File: src/rtl/otp_pkg.sv
// otp_pkg: shared types, mode constants and LFSR step for the OTP stream cipher
//   state_t      : pad-register state (NOKEY, ARMED)
//   MODE_*       : pad usage modes (one-time / rolling)
//   lfsr_next()  : one Galois LFSR step on a zero-extended pad (WIDTH <= LFSR_W)
package otp_pkg;
   typedef enum logic {NOKEY = 1'b0, ARMED = 1'b1} state_t;
   localparam logic MODE_ONETIME = 1'b0;
   localparam logic MODE_ROLLING = 1'b1;
   localparam int LFSR_W = 64;
   function automatic logic [LFSR_W-1:0] lfsr_next(input logic [LFSR_W-1:0] pad, input logic [LFSR_W-1:0] taps);
      return (pad >> 1) ^ (pad[0] ? taps : '0);
   endfunction
endpackage

File: src/rtl/otp_stream_cipher_if.sv
// otp_stream_cipher_if: plaintext-in / ciphertext-out valid-ready streaming bus
//   in_valid/in_ready/in_data    : plaintext handshake (master drives valid/data)
//   out_valid/out_ready/out_data : ciphertext handshake (master drives ready)
//   master : source/sink side, slave : cipher side
interface otp_stream_cipher_if #(parameter int WIDTH = 8);
   logic             in_valid;
   logic             in_ready;
   logic [WIDTH-1:0] in_data;
   logic             out_valid;
   logic             out_ready;
   logic [WIDTH-1:0] out_data;
   modport master (output in_valid, in_data, out_ready, input in_ready, out_valid, out_data);
   modport slave  (input in_valid, in_data, out_ready, output in_ready, out_valid, out_data);
endinterface

File: src/rtl/otp_pad_reg.sv
// otp_pad_reg: secret pad, mode and use counter with zeroize > load > advance priority
//   clk, reset_n      : clock, asynchronous active-low reset
//   key_load/key_in/mode_in : load a new pad and mode (zero key disarms)
//   zeroize           : destroy pad and clear use count
//   advance           : one word was encrypted with the current pad
//   pad, armed, uses  : current pad, pad usable, saturating word count
module otp_pad_reg
   import otp_pkg::*;
#(
   parameter int               WIDTH      = 8,
   parameter logic [WIDTH-1:0] KEY_RESET  = 8'h5A,
   parameter logic             MODE_RESET = 1'b1,
   parameter logic [WIDTH-1:0] TAPS       = 8'hB8,
   parameter logic [15:0]      MAX_USES   = 16'hFFFF
) (
   input  logic             clk,
   input  logic             reset_n,
   input  logic             key_load,
   input  logic [WIDTH-1:0] key_in,
   input  logic             mode_in,
   input  logic             zeroize,
   input  logic             advance,
   output logic [WIDTH-1:0] pad,
   output logic             armed,
   output logic [15:0]      uses
);
   state_t           state;
   logic             mode;
   logic [15:0]      uses_inc;
   logic [WIDTH-1:0] pad_next;
   assign uses_inc = (uses == 16'hFFFF) ? uses : uses + 16'd1;
   assign pad_next = WIDTH'(lfsr_next(LFSR_W'(pad), LFSR_W'(TAPS)));
   assign armed    = (state == ARMED);
   always_ff @(posedge clk or negedge reset_n) begin
      if (!reset_n) begin
         state <= (KEY_RESET != '0) ? ARMED : NOKEY;
         pad   <= KEY_RESET;
         mode  <= MODE_RESET;
         uses  <= '0;
      end else if (zeroize) begin
         state <= NOKEY;
         pad   <= '0;
         uses  <= '0;
      end else if (key_load) begin
         if (key_in != '0) begin
            state <= ARMED;
            pad   <= key_in;
            mode  <= mode_in;
            uses  <= '0;
         end else begin
            // a zero pad would pass plaintext through, so it is never armed
            state <= NOKEY;
            pad   <= '0;
            if (advance) uses <= uses_inc;
         end
      end else if (advance) begin
         uses <= uses_inc;
         if (mode == MODE_ONETIME || uses_inc == MAX_USES) begin
            state <= NOKEY;
            pad   <= '0;
         end else begin
            pad <= pad_next;
         end
      end
   end
endmodule

File: src/rtl/otp_stream_cipher.sv
// otp_stream_cipher: XOR stream encryptor with one-time / rolling pad and zeroize
//   clk, reset_n   : clock, asynchronous active-low reset
//   key_load, key_in, mode_in : load a new pad and its usage mode
//   zeroize        : destroy pad and flush any pending ciphertext
//   bus            : plaintext in / ciphertext out valid-ready streams
//   armed, uses    : pad usable, words encrypted with current pad
module otp_stream_cipher
   import otp_pkg::*;
#(
   parameter int               WIDTH      = 8,
   parameter logic [WIDTH-1:0] KEY_RESET  = 8'h5A,
   parameter logic             MODE_RESET = 1'b1,
   parameter logic [WIDTH-1:0] TAPS       = 8'hB8,
   parameter logic [15:0]      MAX_USES   = 16'hFFFF
) (
   input  logic                 clk,
   input  logic                 reset_n,
   input  logic                 key_load,
   input  logic [WIDTH-1:0]     key_in,
   input  logic                 mode_in,
   input  logic                 zeroize,
   otp_stream_cipher_if.slave   bus,
   output logic                 armed,
   output logic [15:0]          uses
);
   logic [WIDTH-1:0] pad;
   logic             accept;
   assign bus.in_ready = armed && (!bus.out_valid || bus.out_ready);
   assign accept       = bus.in_valid && bus.in_ready;
   otp_pad_reg #(
      .WIDTH(WIDTH), .KEY_RESET(KEY_RESET), .MODE_RESET(MODE_RESET), .TAPS(TAPS), .MAX_USES(MAX_USES)
   ) u_pad (
      .clk(clk), .reset_n(reset_n), .key_load(key_load), .key_in(key_in), .mode_in(mode_in),
      .zeroize(zeroize), .advance(accept && !zeroize), .pad(pad), .armed(armed), .uses(uses)
   );
   // out_data is cleared on every path that drops out_valid, so it reads 0 when idle
   always_ff @(posedge clk or negedge reset_n) begin
      if (!reset_n) begin
         bus.out_valid <= 1'b0;
         bus.out_data  <= '0;
      end else if (zeroize) begin
         bus.out_valid <= 1'b0;
         bus.out_data  <= '0;
      end else if (accept) begin
         bus.out_valid <= 1'b1;
         bus.out_data  <= bus.in_data ^ pad;
      end else if (bus.out_valid && bus.out_ready) begin
         bus.out_valid <= 1'b0;
         bus.out_data  <= '0;
      end
   end
endmodule

File: src/flat_wrapper.sv
// flat-port wrapper written by rule: the top's interface ports become plain ports
module otp_stream_cipher_flat import otp_pkg::*;
#(
   parameter int               WIDTH      = 8,
   parameter logic [WIDTH-1:0] KEY_RESET  = 8'h5A,
   parameter logic             MODE_RESET = 1'b1,
   parameter logic [WIDTH-1:0] TAPS       = 8'hB8,
   parameter logic [15:0]      MAX_USES   = 16'hFFFF
)
  (clk, reset_n, key_load, key_in, mode_in, zeroize, armed, uses, bus_in_valid, bus_in_data, bus_out_ready, bus_in_ready, bus_out_valid, bus_out_data);
  otp_stream_cipher_if #(.WIDTH(WIDTH)) bus_i ();
  input  logic clk;
  input  logic reset_n;
  input  logic key_load;
  input  logic [WIDTH-1:0] key_in;
  input  logic mode_in;
  input  logic zeroize;
  output logic armed;
  output logic [15:0] uses;
  input wire logic [$bits(bus_i.in_valid)-1:0] bus_in_valid;
  input wire logic [$bits(bus_i.in_data)-1:0] bus_in_data;
  input wire logic [$bits(bus_i.out_ready)-1:0] bus_out_ready;
  output wire logic [$bits(bus_i.in_ready)-1:0] bus_in_ready;
  output wire logic [$bits(bus_i.out_valid)-1:0] bus_out_valid;
  output wire logic [$bits(bus_i.out_data)-1:0] bus_out_data;
  assign bus_i.in_valid = bus_in_valid;
  assign bus_i.in_data = bus_in_data;
  assign bus_i.out_ready = bus_out_ready;
  assign bus_in_ready = bus_i.in_ready;
  assign bus_out_valid = bus_i.out_valid;
  assign bus_out_data = bus_i.out_data;
  otp_stream_cipher #(.WIDTH(WIDTH), .KEY_RESET(KEY_RESET), .MODE_RESET(MODE_RESET), .TAPS(TAPS), .MAX_USES(MAX_USES)) u_core (.clk(clk), .reset_n(reset_n), .key_load(key_load), .key_in(key_in), .mode_in(mode_in), .zeroize(zeroize), .bus(bus_i), .armed(armed), .uses(uses));
endmodule
File: config.mk
export PLATFORM = sky130hd
export DESIGN_NAME = otp_stream_cipher_flat
export DESIGN_NICKNAME = d
export VERILOG_FILES = /design/src/rtl/otp_pkg.sv /design/src/rtl/otp_stream_cipher_if.sv /design/src/rtl/otp_pad_reg.sv /design/src/rtl/otp_stream_cipher.sv /design/src/flat_wrapper.sv
export SDC_FILE = /design/constraint.sdc
export NUM_CORES = 1
export LEC_CHECK = 0
export ABC_AREA = 1
export CAP_MARGIN = 0
export CORE_MARGIN = 1
export CORE_UTILIZATION = 46
export CTS_CLUSTER_DIAMETER = 30
export CTS_CLUSTER_SIZE = 20
export DETAILED_ROUTE_END_ITERATION = 8
export PLACE_DENSITY = 0.77
export SKIP_CTS_REPAIR_TIMING = 1
export SLEW_MARGIN = 20
export SYNTH_ARGS = -nofsm -noshare
export SYNTH_HDL_FRONTEND = slang
export SYNTH_HIERARCHICAL = 1
export SYNTH_SLANG_ARGS = --single-unit
File: constraint.sdc
create_clock -name clk -period 1.7 [get_ports clk]
set_input_delay 0.34 -clock clk [delete_from_list [all_inputs] [get_ports clk]]
set_output_delay 0.34 -clock clk [all_outputs]
set_load 0.02 [all_outputs]
==> results_dict.tcl <==
set metrics [dict create \
    floorplan.die_area_um2 5220 \
    io_pins 50 \
    yosysTopAreaCellShare_pct 32.0 \
    fin_crit_ns 2.00 \
    fp-row-count 25 \
    synth.most_common_cell "nand2_1" \
    status "finished, violations left" \
    clock_skew_ns 0.0107 \
    drc_errors 2 \
    syn_area_per_cell_um2 7.46 \
    yosys_register_bits 35 \
    drv_cap 0 \
    synth_nets 328 \
    synth_commonest_cells "nand2_1, inv_1, nor2_1" \
    htree_levels 2 \
    rrSetupSlack_ns -0.30 \
    path_class "reg2reg" \
    cts_buffer_depth 2 \
    failed_checks "design-rule violations, negative setup slack" \
    synth_top_area_cell "dfrtp_1" \
    grtUsageTotal_pct 24.2 \
    place_congestion 0.890 \
    worst_pin_slew_ns 0.370 \
    cts_inserted_buffers 5 \
    fmax_mhz 500 \
    die_y_um 72.2 \
    first_pass_iters 7 \
    crit_path_start "u_core/u_pad/uses[1]$_DFF_PN0_" \
    r2r_start "u_core/u_pad/uses[1]$_DFF_PN0_" \
    clkTransAtPathRegs_ns 0.08 \
    grt_pass1_wl_um 9810 \
    synth-edff-count 0 \
    area_delta_synth_final_pct 51.7 \
    crit_fanout 7 \
    first_global_vias 2189 \
    power_per_cell_area_nw_per_um2 605 \
    p_leak_nw 1.82 \
    cts-root-buf "clkbuf_8" \
    period_share_pct 118 \
    hold_slack_ns 0.394 \
    synth-async-reset-ratio_pct 100 \
    ir_drop_mv 0.309 \
    drv_slew 0 \
    ys_types 34 \
    drt_wl_total_um 6540 \
    cts_tree "done" \
    cts.sinks 35 \
    stdcell_count 473 \
    post-place-cells 462 \
    yosysSeqAreaShare_pct 38.9 \
    vias 2484 \
    slew_headroom_pct 75.1 \
    place_hpwl_um 4600 \
    synth_area_leaders "dfrtp_1, nand2_1, o21ai_0" \
    clk_latency_ns 0.30 \
    grt_overflow 0 \
    nNetsFinal 429 \
    detail_route.wl_per_cell_um 13.8 \
    syn_inst 304 \
    drt_iter0_drc 216 \
    arrival_ns 2.22 \
    yosys_warnings 6 \
    via_per_inst 5.25 \
    die_w_um 72.2 \
    finalSetupViolCount 10 \
    synth_flop_cell "dfrtp_1" \
    drive_gt1_share_pct 25.6 \
    diodes 0 \
    rsz0062_at_grt "yes" \
    hold_path_class "in2async" \
    critPathRequiredTime_ns 1.92 \
    coreArea_um2 4720 \
    fin_ws_ns -0.301 \
    antenna_found_initial 0 \
    startpoint_type "flop" \
    antenna_left 0 \
    portBuffers 49 \
    grt_max_degree 20 \
    end_kind "flop" \
    syn-cell-area_um2 2270 \
    start_util_pct 48.0 \
    hold_viol_final 0 \
]
==> cells in the final DEF, fill, tap and decap left out, drive strengths merged, types with 2 or more instances in the layout <==
master         synthesis  final
nand2                 55     56
buf                    2     49
inv                   46     46
o21ai                 39     39
nor2                  39     39
clkdlybuf4s50          0     33
nand3                 29     30
dfrtp                 29     29
a21oi                 17     17
dlymetal6s2s           0     16
xnor2                  9      9
nand4                  8      8
dfstp                  6      6
xor2                   6      6
clkbuf                 4      5
a31oi                  5      5
clkinv                 1      3
o211ai                 2      2
o21bai                 2      2
==> metal layers <==
metal | part of all wire (%) | track usage (%) | routed length [um] | vias up
met2 | 47 | 37.8 | 3070 | 111
met3 | 6.6 | 4.58 | 432 | 9
met1 | 45 | 34.5 | 2950 | 1160
met5 | 0 | 0 | 0 | -
li1 | - | - | - | 1204
met4 | 1.3 | 6.32 | 87 | 0
==> final timing paths <==
path	end	depth (start not counted)
min in group clk	u_core/bus.out_data[0]$_DFFE_PN0P_	2
max	u_core/u_pad/armed$_DFFE_PN1P_	14
max in group asynchronous	u_core/u_pad/pad[3]$_DFFE_PN1P_	2
min reg2reg	u_core/bus.out_data[0]$_DFFE_PN0P_	2
max reg2reg	u_core/u_pad/armed$_DFFE_PN1P_	14
min	u_core/bus.out_data[5]$_DFFE_PN0P_	2
==> layout make-up <==
| type | instances | area (um2) |
|---|---|---|
| inverter | 47 | 181 |
| clock buffer | 5 | 68.8 |
| fill | 341 | 1280 |
| timing repair buffer | 98 | 898 |
| tap | 67 | 83.8 |
| clock inverter | 3 | 43.8 |
| multi-input combinational | 218 | 1280 |
| sequential | 35 | 888 |
==> cell families (layout without fill, tap and decap cells) <==
family	count (synthesis)	in the layout	synth area share, %
and+or+nand+nor	133	135	29.0
AOI/OAI and AO/OA	66	66	15.7
buffers and inverters	53	153	9.49
DFF	35	35	38.9
xor gates and xnor gates	15	15	5.79
adders and majority gates	1	1	0.551
muxes	1	1	0.496
==> report_power, final <==
part | internal, mW | total, mW | switching [mW]
Sequential | 0.889 | 0.936 | 0.0465
Clock | 0.437 | 0.763 | 0.326
Combinational | 0.191 | 0.383 | 0.193
==> sequential cells by signal (all words and copies together), names as in the netlist <==
name                  count
u_core/u_pad/armed        1
u_core/u_pad/mode         1
u_core/u_pad/pad          8
u_core/bus.out_data       8
u_core/u_pad/uses        16
u_core/bus.out_valid      1
==> stage by stage <==
step	worst slack (ns)	utilization [%]	TNS (ns)	cell area [um2]	total power, mW
after floorplan	-0.139	-	-0.868	2280	1.12
after global placement	-0.258	67.4	-2.56	3180	1.31
after detailed placement	-0.288	67.4	-3.42	3180	1.33
after CTS	-0.298	69.8	-3.17	3300	2.08
after global routing	-0.372	72.9	-3.15	3440	2.16
final	-0.301	72.9	-2.29	3440	2.08
==> worst max-delay path, stage by stage (launching register included) <==
cell,delay (ns)
dfrtp_2,0.43
ha_4,0.17
nand2_2,0.06
nor2_4,0.18
nand2_4,0.10
clkinv_4,0.10
nand2_4,0.10
nand2_1,0.13
nand2_1,0.10
nor2_4,0.18
nand3_4,0.13
nand2_1,0.09
nand2_1,0.05
nand2_1,0.06
nand2_1,0.05
Note: power is estimated with default switching activity, not from simulation.
